`config.mk`:
```
export PLATFORM = sky130hd
export DESIGN_NAME = data_memory_hs_flat
export DESIGN_NICKNAME = d
export VERILOG_FILES = /design/src/rtl/data_memory_hs_pkg.sv /design/src/rtl/data_memory_hs_if.sv /design/src/rtl/data_memory_hs_rsp_pipe.sv /design/src/rtl/data_memory_hs.sv /design/src/flat_wrapper.sv
export SDC_FILE = /design/constraint.sdc
export NUM_CORES = 2
export LEC_CHECK = 0
export BUFFER_PORTS_ARGS = -buffer_cell sky130_fd_sc_hd__buf_4
export CAP_MARGIN = 20
export CORE_UTILIZATION = 40
export DETAILED_ROUTE_END_ITERATION = 16
export GPL_TIMING_DRIVEN = 0
export MAX_ROUTING_LAYER = met4
export SYNTH_ARGS = -nofsm -noshare
export SYNTH_HDL_FRONTEND = slang
export SYNTH_SLANG_ARGS = --single-unit
```
`constraint.sdc`:
```
create_clock -name clk -period 2.8 [get_ports clk]
set_input_delay 0.14 -clock clk [delete_from_list [all_inputs] [get_ports clk]]
set_output_delay 0.14 -clock clk [all_outputs]
set_load 0.02 [all_outputs]
```
`src/rtl/data_memory_hs_pkg.sv`:
```
// dmem_pkg: shared types and address decode for the handshaked data memory.
package dmem_pkg;
  localparam int DMEM_MAX_W = 64;
  typedef enum logic [1:0] {OK, MISALIGNED, OUT_OF_RANGE} dmem_err_e;
  typedef struct packed {
    logic                  valid;
    logic                  err;
    logic [DMEM_MAX_W-1:0] rdata;
  } rsp_stage_t;
  typedef struct packed {
    logic [31:0] index;
    dmem_err_e   err;
  } dec_t;
  // Addresses are zero-extended to 64 bits so one decoder serves any ADDR_W.
  function automatic dec_t dmem_decode(input logic [63:0] addr, input int off_w, input int idx_w);
    dec_t d;
    d.index = 32'((addr >> off_w) & ((64'(1) << idx_w) - 64'(1)));
    d.err = (addr & ((64'(1) << off_w) - 64'(1))) != 64'(0) ? MISALIGNED :
            addr >= (64'(1) << (off_w + idx_w)) ? OUT_OF_RANGE : OK;
    return d;
  endfunction
endpackage

```
`src/rtl/data_memory_hs_if.sv`:
```
// data_memory_hs_if: request/response bus between a load/store unit and the data memory.
interface data_memory_hs_if #(parameter int DATA_W = 32, parameter int ADDR_W = 32);
  logic                req_valid;
  logic                req_ready;
  logic                req_we;
  logic [ADDR_W-1:0]   req_addr;
  logic [DATA_W-1:0]   req_wdata;
  logic [DATA_W/8-1:0] req_be;
  logic                rsp_valid;
  logic                rsp_err;
  logic [DATA_W-1:0]   rsp_rdata;
  modport master(output req_valid, req_we, req_addr, req_wdata, req_be,
                 input req_ready, rsp_valid, rsp_err, rsp_rdata);
  modport slave(input req_valid, req_we, req_addr, req_wdata, req_be,
                output req_ready, rsp_valid, rsp_err, rsp_rdata);
endinterface

```
`src/rtl/data_memory_hs_rsp_pipe.sv`:
```
// dmem_rsp_pipe: RD_LAT-deep response shift register, cleared by async reset.
module dmem_rsp_pipe
  import dmem_pkg::*;
#(parameter int RD_LAT = 1) (
  input  logic       clk,
  input  logic       reset,
  input  rsp_stage_t stg_i,
  output rsp_stage_t stg_o
);
  rsp_stage_t stg_q [RD_LAT];
  always_ff @(posedge clk or posedge reset) begin
    if (reset) begin
      for (int i = 0; i < RD_LAT; i++) stg_q[i] <= '0;
    end else begin
      stg_q[0] <= stg_i;
      for (int i = 1; i < RD_LAT; i++) stg_q[i] <= stg_q[i-1];
    end
  end
  assign stg_o = stg_q[RD_LAT-1];
endmodule

```
`src/rtl/data_memory_hs.sv`:
```
// data_memory_hs: pipelined byte-enable data memory with error responses and a debug port.
module data_memory_hs
  import dmem_pkg::*;
#(
  parameter int DATA_W = 32,
  parameter int ADDR_W = 32,
  parameter int DEPTH  = 64,
  parameter int RD_LAT = 1
) (
  input  logic                     clk,
  input  logic                     reset,
  data_memory_hs_if.slave          bus,
  input  logic                     dbg_we,
  input  logic [$clog2(DEPTH)-1:0] dbg_addr,
  input  logic [DATA_W-1:0]        dbg_wdata,
  output logic [DATA_W-1:0]        dbg_rdata
);
  localparam int NB    = DATA_W / 8;
  localparam int OFF_W = $clog2(NB);
  localparam int IDX_W = $clog2(DEPTH);
  logic [DATA_W-1:0] mem_q [DEPTH];
  dec_t              dec;
  logic [IDX_W-1:0]  idx;
  logic              err;
  logic              acc;
  rsp_stage_t        stg_d;
  rsp_stage_t        stg_o;
  logic              unused_bits;
  assign bus.req_ready = !reset && !dbg_we;
  always_comb begin
    dec   = dmem_decode(64'(bus.req_addr[ADDR_W-1:0]), OFF_W, IDX_W);
    idx   = dec.index[IDX_W-1:0];
    err   = dec.err != OK;
    acc   = bus.req_valid && bus.req_ready;
    stg_d = '{valid: acc, err: acc && err,
              rdata: (acc && !err && !bus.req_we) ? DMEM_MAX_W'(mem_q[idx]) : '0};
  end
  // Debug writes and requests never coincide: req_ready is low whenever dbg_we is high.
  always_ff @(posedge clk) begin
    if (dbg_we) mem_q[dbg_addr] <= dbg_wdata;
    else if (acc && bus.req_we && !err)
      for (int b = 0; b < NB; b++)
        if (bus.req_be[b]) mem_q[idx][8*b +: 8] <= bus.req_wdata[8*b +: 8];
  end
  dmem_rsp_pipe #(.RD_LAT(RD_LAT)) u_pipe (
    .clk   (clk),
    .reset (reset),
    .stg_i (stg_d),
    .stg_o (stg_o)
  );
  assign bus.rsp_valid = stg_o.valid;
  assign bus.rsp_err   = stg_o.err;
  assign bus.rsp_rdata = stg_o.rdata[DATA_W-1:0];
  assign dbg_rdata     = mem_q[dbg_addr];
  assign unused_bits   = ^{dec.index, stg_o.rdata};
endmodule

```
`src/flat_wrapper.sv`:
```
// flat-port wrapper written by rule: the top's interface ports become plain ports
module data_memory_hs_flat import dmem_pkg::*;
#(
  parameter int DATA_W = 32,
  parameter int ADDR_W = 32,
  parameter int DEPTH  = 64,
  parameter int RD_LAT = 1
)
  (clk, reset, dbg_we, dbg_addr, dbg_wdata, dbg_rdata, bus_req_valid, bus_req_we, bus_req_addr, bus_req_wdata, bus_req_be, bus_req_ready, bus_rsp_valid, bus_rsp_err, bus_rsp_rdata);
  data_memory_hs_if #(.DATA_W(DATA_W), .ADDR_W(ADDR_W)) bus_i ();
  input  logic clk;
  input  logic reset;
  input  logic dbg_we;
  input  logic [$clog2(DEPTH)-1:0] dbg_addr;
  input  logic [DATA_W-1:0] dbg_wdata;
  output logic [DATA_W-1:0] dbg_rdata;
  input wire logic [$bits(bus_i.req_valid)-1:0] bus_req_valid;
  input wire logic [$bits(bus_i.req_we)-1:0] bus_req_we;
  input wire logic [$bits(bus_i.req_addr)-1:0] bus_req_addr;
  input wire logic [$bits(bus_i.req_wdata)-1:0] bus_req_wdata;
  input wire logic [$bits(bus_i.req_be)-1:0] bus_req_be;
  output wire logic [$bits(bus_i.req_ready)-1:0] bus_req_ready;
  output wire logic [$bits(bus_i.rsp_valid)-1:0] bus_rsp_valid;
  output wire logic [$bits(bus_i.rsp_err)-1:0] bus_rsp_err;
  output wire logic [$bits(bus_i.rsp_rdata)-1:0] bus_rsp_rdata;
  assign bus_i.req_valid = bus_req_valid;
  assign bus_i.req_we = bus_req_we;
  assign bus_i.req_addr = bus_req_addr;
  assign bus_i.req_wdata = bus_req_wdata;
  assign bus_i.req_be = bus_req_be;
  assign bus_req_ready = bus_i.req_ready;
  assign bus_rsp_valid = bus_i.rsp_valid;
  assign bus_rsp_err = bus_i.rsp_err;
  assign bus_rsp_rdata = bus_i.rsp_rdata;
  data_memory_hs #(.DATA_W(DATA_W), .ADDR_W(ADDR_W), .DEPTH(DEPTH), .RD_LAT(RD_LAT)) u_core (.clk(clk), .reset(reset), .bus(bus_i), .dbg_we(dbg_we), .dbg_addr(dbg_addr), .dbg_wdata(dbg_wdata), .dbg_rdata(dbg_rdata));
endmodule
```
# Word-level counts from Yosys, hierarchy flattened
# Memory sizes are Yosys's and may differ from the RTL's.
# Cells that the tools add are included.
[word_totals]
inputBits = 111
ram_bits = 2048
n_memories = 1
reg_bits = 34
[mem_list]
columns = ["name", "words", "width", "rd", "rd_ports_with_merged_regs", "write_ports", "line_no", "rtl"]
rows = [
  ["u_core.mem_q", 64, 32, 2, 0, 1, "data_memory_hs.sv:21", "logic [DATA_W-1:0] mem_q [DEPTH];"],
]
[classes]
n_reduce_logical = 14
n_lt_le_gt_ge = 1
muxes = 24
[op_table]
columns = ["cell", "count"]
rows = [
  ["$mux 32", 2],
  ["$reduce_bool 64->1", 1],
  ["$ge 32x9->1 const B", 1],
  ["$reduce_or 32->1", 1],
  ["$mux 1", 18],
  ["$logic_and 1x1->1", 7],
  ["$mux 6", 1],
  ["$logic_not 1->1", 4],
  ["$mux 2", 2],
  ["$mux 4", 1],
  ["$reduce_bool 2->1", 1],
]

# Longest topological paths before layout
[logic_depth]
depth_word = 11
ltp_mapped = 10

# Cells and area by module
# A second synthesis with hierarchy kept.
[hier_totals]
cells_unflattened = 4735
area_unflattened_um2 = 98165.4
[modules_own_cells]
columns = ["module", "area_each_um2", "n_inst", "cells_per_inst", "seq_area_each_um2"]
rows = [
  ["data_memory_hs", 96510.1, 1, 4668, 61499.0],
  ["dmem_rsp_pipe", 1655.3, 1, 67, 1651.6],
]

# Worst setup path before layout
# OpenSTA, ideal clock, no wires.
[synth_timing]
kind = "input-to-reg"
start = "input bus_req_addr[21]"
end = "memory u_core.mem_q[48][24] (enable)"
arrival_time_ns = 2.713
stages = 6
required_time_ns = 2.417
slack_ns = -0.297
path_cell_list = "or4_1 -> or4_4 -> nor3_4 -> mux2_2 -> buf_2 -> nor3_1"
[synth_between]
elab_chain_cells = 11
[synth_lines]
columns = ["item", "line_no", "rtl"]
rows = [
  ["from (decl)", "flat_wrapper.sv:19", "input wire logic [$bits(bus_i.req_addr)-1:0] bus_req_addr;"],
  ["$ge 32x9->1 (*)", "data_memory_hs_pkg.sv:19", "addr >= (64'(1) << (off_w + idx_w)) ? OUT_OF_RANGE : OK;"],
  ["$mux 2 (*)", "data_memory_hs_pkg.sv:19", ""],
  ["$mux 2 (*)", "data_memory_hs_pkg.sv:18", "d.err = (addr & ((64'(1) << off_w) - 64'(1))) != 64'(0) ? MISALIGNED :"],
  ["$reduce_bool 2->1 (*)", "data_memory_hs.sv:33", "err = dec.err != OK;"],
  ["$logic_not 1->1 (*)", "data_memory_hs.sv:41", "else if (acc && bus.req_we && !err)"],
  ["$logic_and 1x1->1 (*)", "data_memory_hs.sv:41", ""],
  ["$mux 1", "data_memory_hs.sv:41", ""],
  ["$mux 1", "data_memory_hs.sv:40", "if (dbg_we) mem_q[dbg_addr] <= dbg_wdata;"],
  ["$mux 1 (implied by the code)", "data_memory_hs.sv:43", "if (bus.req_be[b]) mem_q[idx][8*b +: 8] <= bus.req_wdata[8*b +: 8];"],
  ["$reduce_or 32->1 (no line)", "n/a", ""],
  ["$mux 6 (no line) / $mux 4 (equally long branches)", "n/a", ""],
  ["to (decl)", "data_memory_hs.sv:21", ""],
]
# Every way passes the cells marked *; elsewhere a longest branch is shown, timed or not.

==> key figures <==
Yosys
  • Top cell type's share of synthesized area: 0.644
  • Yosys reg bits: between 2000 and 2500
  • Cell area after synthesis: roughly 96000 um^2
  • Area leader, netlist: edfxtp_1
  • Dominant cells by area after synthesis: edfxtp_1 64%, mux4_2 23%, o22ai_1 2.0%
  • Gate Count Post-Synth: 4844
  • Synth Area per Inst: about 20 um^2
  • Post-Syn Nets: 4955
  • Post-synth EDFFs: 2048
  • Synth warn: 0
  • Async S/R FF share, synth: 0.0163
  • Distinct cells, synth: 52
  • Post-synthesis sequential area ratio: 0.653
  • Dominant synthesized flop cell: edfxtp_1

Detailed routing
  • Vias per cell: 7.21
  • DR DRC count: 0
  • Routed Wire Length: 449 mm
  • Drt wl/cell: 50.4 um
  • Via count: roughly 64000
  • Initial DRC count: around 11000
  • Drt pass-1 iters: 6
  • Routed Antenna Nets: 0

Global route
  • Antenna violations before repair: 20
  • First-pass GRT wire length: 579 mm
  • Largest net degree at the start of global routing: 65
  • Total gr overflow: 0
  • Vias in the first global route: ~61000
  • All-layer global routing usage: 0.381

STA
  • Setup-failing EPs final: 308
  • Worst slew pin tran: 1.27 ns
  • Skew final: 0.0393 ns
  • Fin crit period: approximately 3.2 ns
  • Relative slew margins: 0.153
  • RSZ-0062 raised after global routing: yes
  • Fin. max-slew vios: 0
  • Setup TNS: -22.49 ns
  • Max Freq: approximately 0.31 GHz
  • Final-report hold violation count: 151
  • Final worst-path cycle share: 1.16
  • Hold_ws: -0.0479 ns
  • Setup WS post-layout: -0.436 ns

Final layout
  • Layout cell share with drive strength beyond 1: 0.471
  • Nets: 5648
  • Filler cells: 18900
  • Util after Layout: 0.500
  • Layout area overhead: 24.5%
  • Cell area after layout: 119000 um^2

Setup path
  • CP bufs+invs: 1
  • Slowest cell on crit path: or4_4
  • Data arrival time of the critical path: 3.10 ns
  • CP Launch Type: flop
  • Worst-path cell chain: mux4_2, a22oi_2, a21oi_2, or4_4, buf_6
  • CP max FO: 2
  • Worst path required time: 2.66 ns
  • Setup CP Type: flop to output pin
  • Critical path's top delay family: simple AND/OR/NAND/NOR gates
  • Crit path largest cell delay: 0.66 ns
  • Crit. End Element: output pin

Placed design
  • Port bufs: 171
  • Setup WS pre-CTS: -2.64 ns
  • Hpwl dp: between 300 and 400 mm
  • DP Area: 105000 um^2
  • Routability congestion estimate from global placement: 1.07

Clocking
  • Reg clk slew, reported paths: around 0.07 ns
  • H-tree depth: 4
  • CTS max path bufs: 3
  • Worst-Skew Late Latency: 0.92 ns
  • CTS sink cnt: 2082
  • CTS buffer count: 221
  • CTS tree: yes
  • Clock root cell: clkbuf_16

Min path
  • Min-Delay Path Class: input pin to flop

Flow run
  • Max-Cap Viols: 0

Die
  • Row Count: 179
  • Die X: 491 um
  • Initial Util: 0.402
  • Num ports: 178
  • Full die area: 241000 um^2
  • Core Area: 238000 um^2
  • Die height: 491 um

Power and ir drop
  • Combinational fraction of design power: 0.115
  • Seq pwr share: 0.472
  • Sw Share: 0.257
  • Power share of the clock group: 0.413
  • Internal power: 54.3 mW
  • Net Sw Power: 18.8 mW
  • LEAKAGE: 37.7 nW
  • Worst vdd ir: ~0.57 mV
  • PD cells: about 610 nW/um^2

Outcome
  • Failing checks: hold timing, setup timing
  • Outcome: complete, but fails checks
final timing paths:
check                                      from  slack, ns                       to  depth (start not counted)
max                        u_core.mem_q[60][11]      -0.44            dbg_rdata[11]                          5
min                           bus_req_wdata[18]      -0.05     u_core.mem_q[17][18]                          2
max reg2reg                u_core.mem_q[23][12]       0.38  u_core.u_pipe.stg_o[12]                          5
min reg2reg                 u_core.mem_q[3][18]       0.92  u_core.u_pipe.stg_o[18]                          3
max in group asynchronous                 reset       1.97  u_core.u_pipe.stg_o[27]                          5
min in group asynchronous                 reset       0.58   u_core.u_pipe.stg_o[4]                          5
metal layers:
metal	GRT usage	wire length [um]	up-vias
met5	-	0	-
met4	0.253	39800	0
met3	0.146	68500	1336
met2	0.523	188000	5766
met1	0.466	153000	34400
li1	-	-	22800
sequential cells by signal, indices dropped and copies added (netlist names):
| name | cells |
|---|---|
| u_core.u_pipe.stg_o | 34 |
| u_core.mem_q | 2048 |
per-stage QoR:
stage / instances / total power, mW
after detailed placement: 8356 / 42.3
after global routing: 8910 / 73.9
after CTS: 8842 / 72.4
after global placement: 8182 / 42.0
final: 8919 / 73.1
after floorplan: 4844 / 38.6
synthesized netlist by cell type (5+ instances only):
library cell and number:
mux4_2 989, nand4_1 14, nand2_1 52, nand3b_1 5, dfrtp_1 34, buf_1 96
a21oi_1 25, a22o_1 6, nor2b_1 10, nand3_1 25, o22a_1 20, nor2_1 196
a31oi_1 6, nor3_1 152, o21ai_0 6, buf_6 6, o22ai_1 301, mux2_2 67
o221ai_1 69, a22oi_1 89, buf_2 89, mux2i_1 166, o41ai_1 6, a221o_1 20
edfxtp_1 2048, inv_1 5, or4_1 9, and2_1 5, clkbuf_1 216, nand2b_1 12
nor4_1 55
cell usage in the layout, fill, tap and decap left out, drive strengths merged, types with 10 or more instances in the layout:
master       netlist  layout
nor3             153     153
o22ai            301     301
mux2i            166     166
bufinv             0      21
clkinv             0      90
buf              195     665
o221ai            69      69
clkbuf           216     494
nand2             52      52
nor4              57      57
o22a              20      20
inv                5      12
nand2b            12      12
edfxtp          2048    2048
mux4             989     989
a22oi             89      89
a21oi             25      25
nand4             14      14
dlygate4sd3        0      12
dfrtp             34      34
nand3             25      25
o21ai             10      10
diode              0      20
nor2             196     196
nor2b             10      10
a221o             20      20
or4               12      12
mux2              67      67
worst reg2reg max path, delay by kind of cell (launching register included):
| family | cells | cell delay (ns) |
|---|---|---|
| and+or+nand+nor | 2 | 0.79 |
| DFF | 1 | 0.38 |
| AOI/OAI and AO/OA | 1 | 0.28 |
| muxes | 2 | 0.75 |
power by group through the flow:
stage               logic, mW  clock network (mW)  registers, mW
floorplan                3.44                   0           35.1
global placement         6.81                   0           35.2
detailed placement       7.16                   0           35.2
CTS                      7.85                30.0           34.5
global route             8.28                31.1           34.5
finish                   8.37                30.2           34.5
layout make-up:
cell class	count	area, um^2	share of cell area
Inverter	5	21.3	0.000179
Multi-Input combinational cell	2346	36500	0.307
Timing Repair Buffer	477	5780	0.0486
Buffer	404	2890	0.0243
Clock inverter	123	1340	0.0112
Sequential cell	2082	62300	0.524
Clock buffer	295	5990	0.0504
Antenna cell	20	50.0	0.000421
Tap cell	3167	3960	0.0333
kinds of logic after synthesis:
| family | count (synthesis) | share of synthesized area |
|---|---|---|
| and+or+nand+nor | 557 | 0.0287 |
| AOI/OAI and AO/OA | 567 | 0.0418 |
| buffers and inverters | 416 | 0.0181 |
| DFF | 2082 | 0.653 |
| muxes | 1222 | 0.259 |
what timing repair did:
action | 4_1_cts | 5_1_grt
setup endpoints to repair | 3724 | 2690
buffers inserted | 71 | 50
gates cloned | 0 | 0
hold buffers | 6 | 7
pin swaps | 104 | 71
endpoints found under the hold margin | 36 | 36
gates resized for setup | 972 | 201
Power figures use the tool's default switching activity.
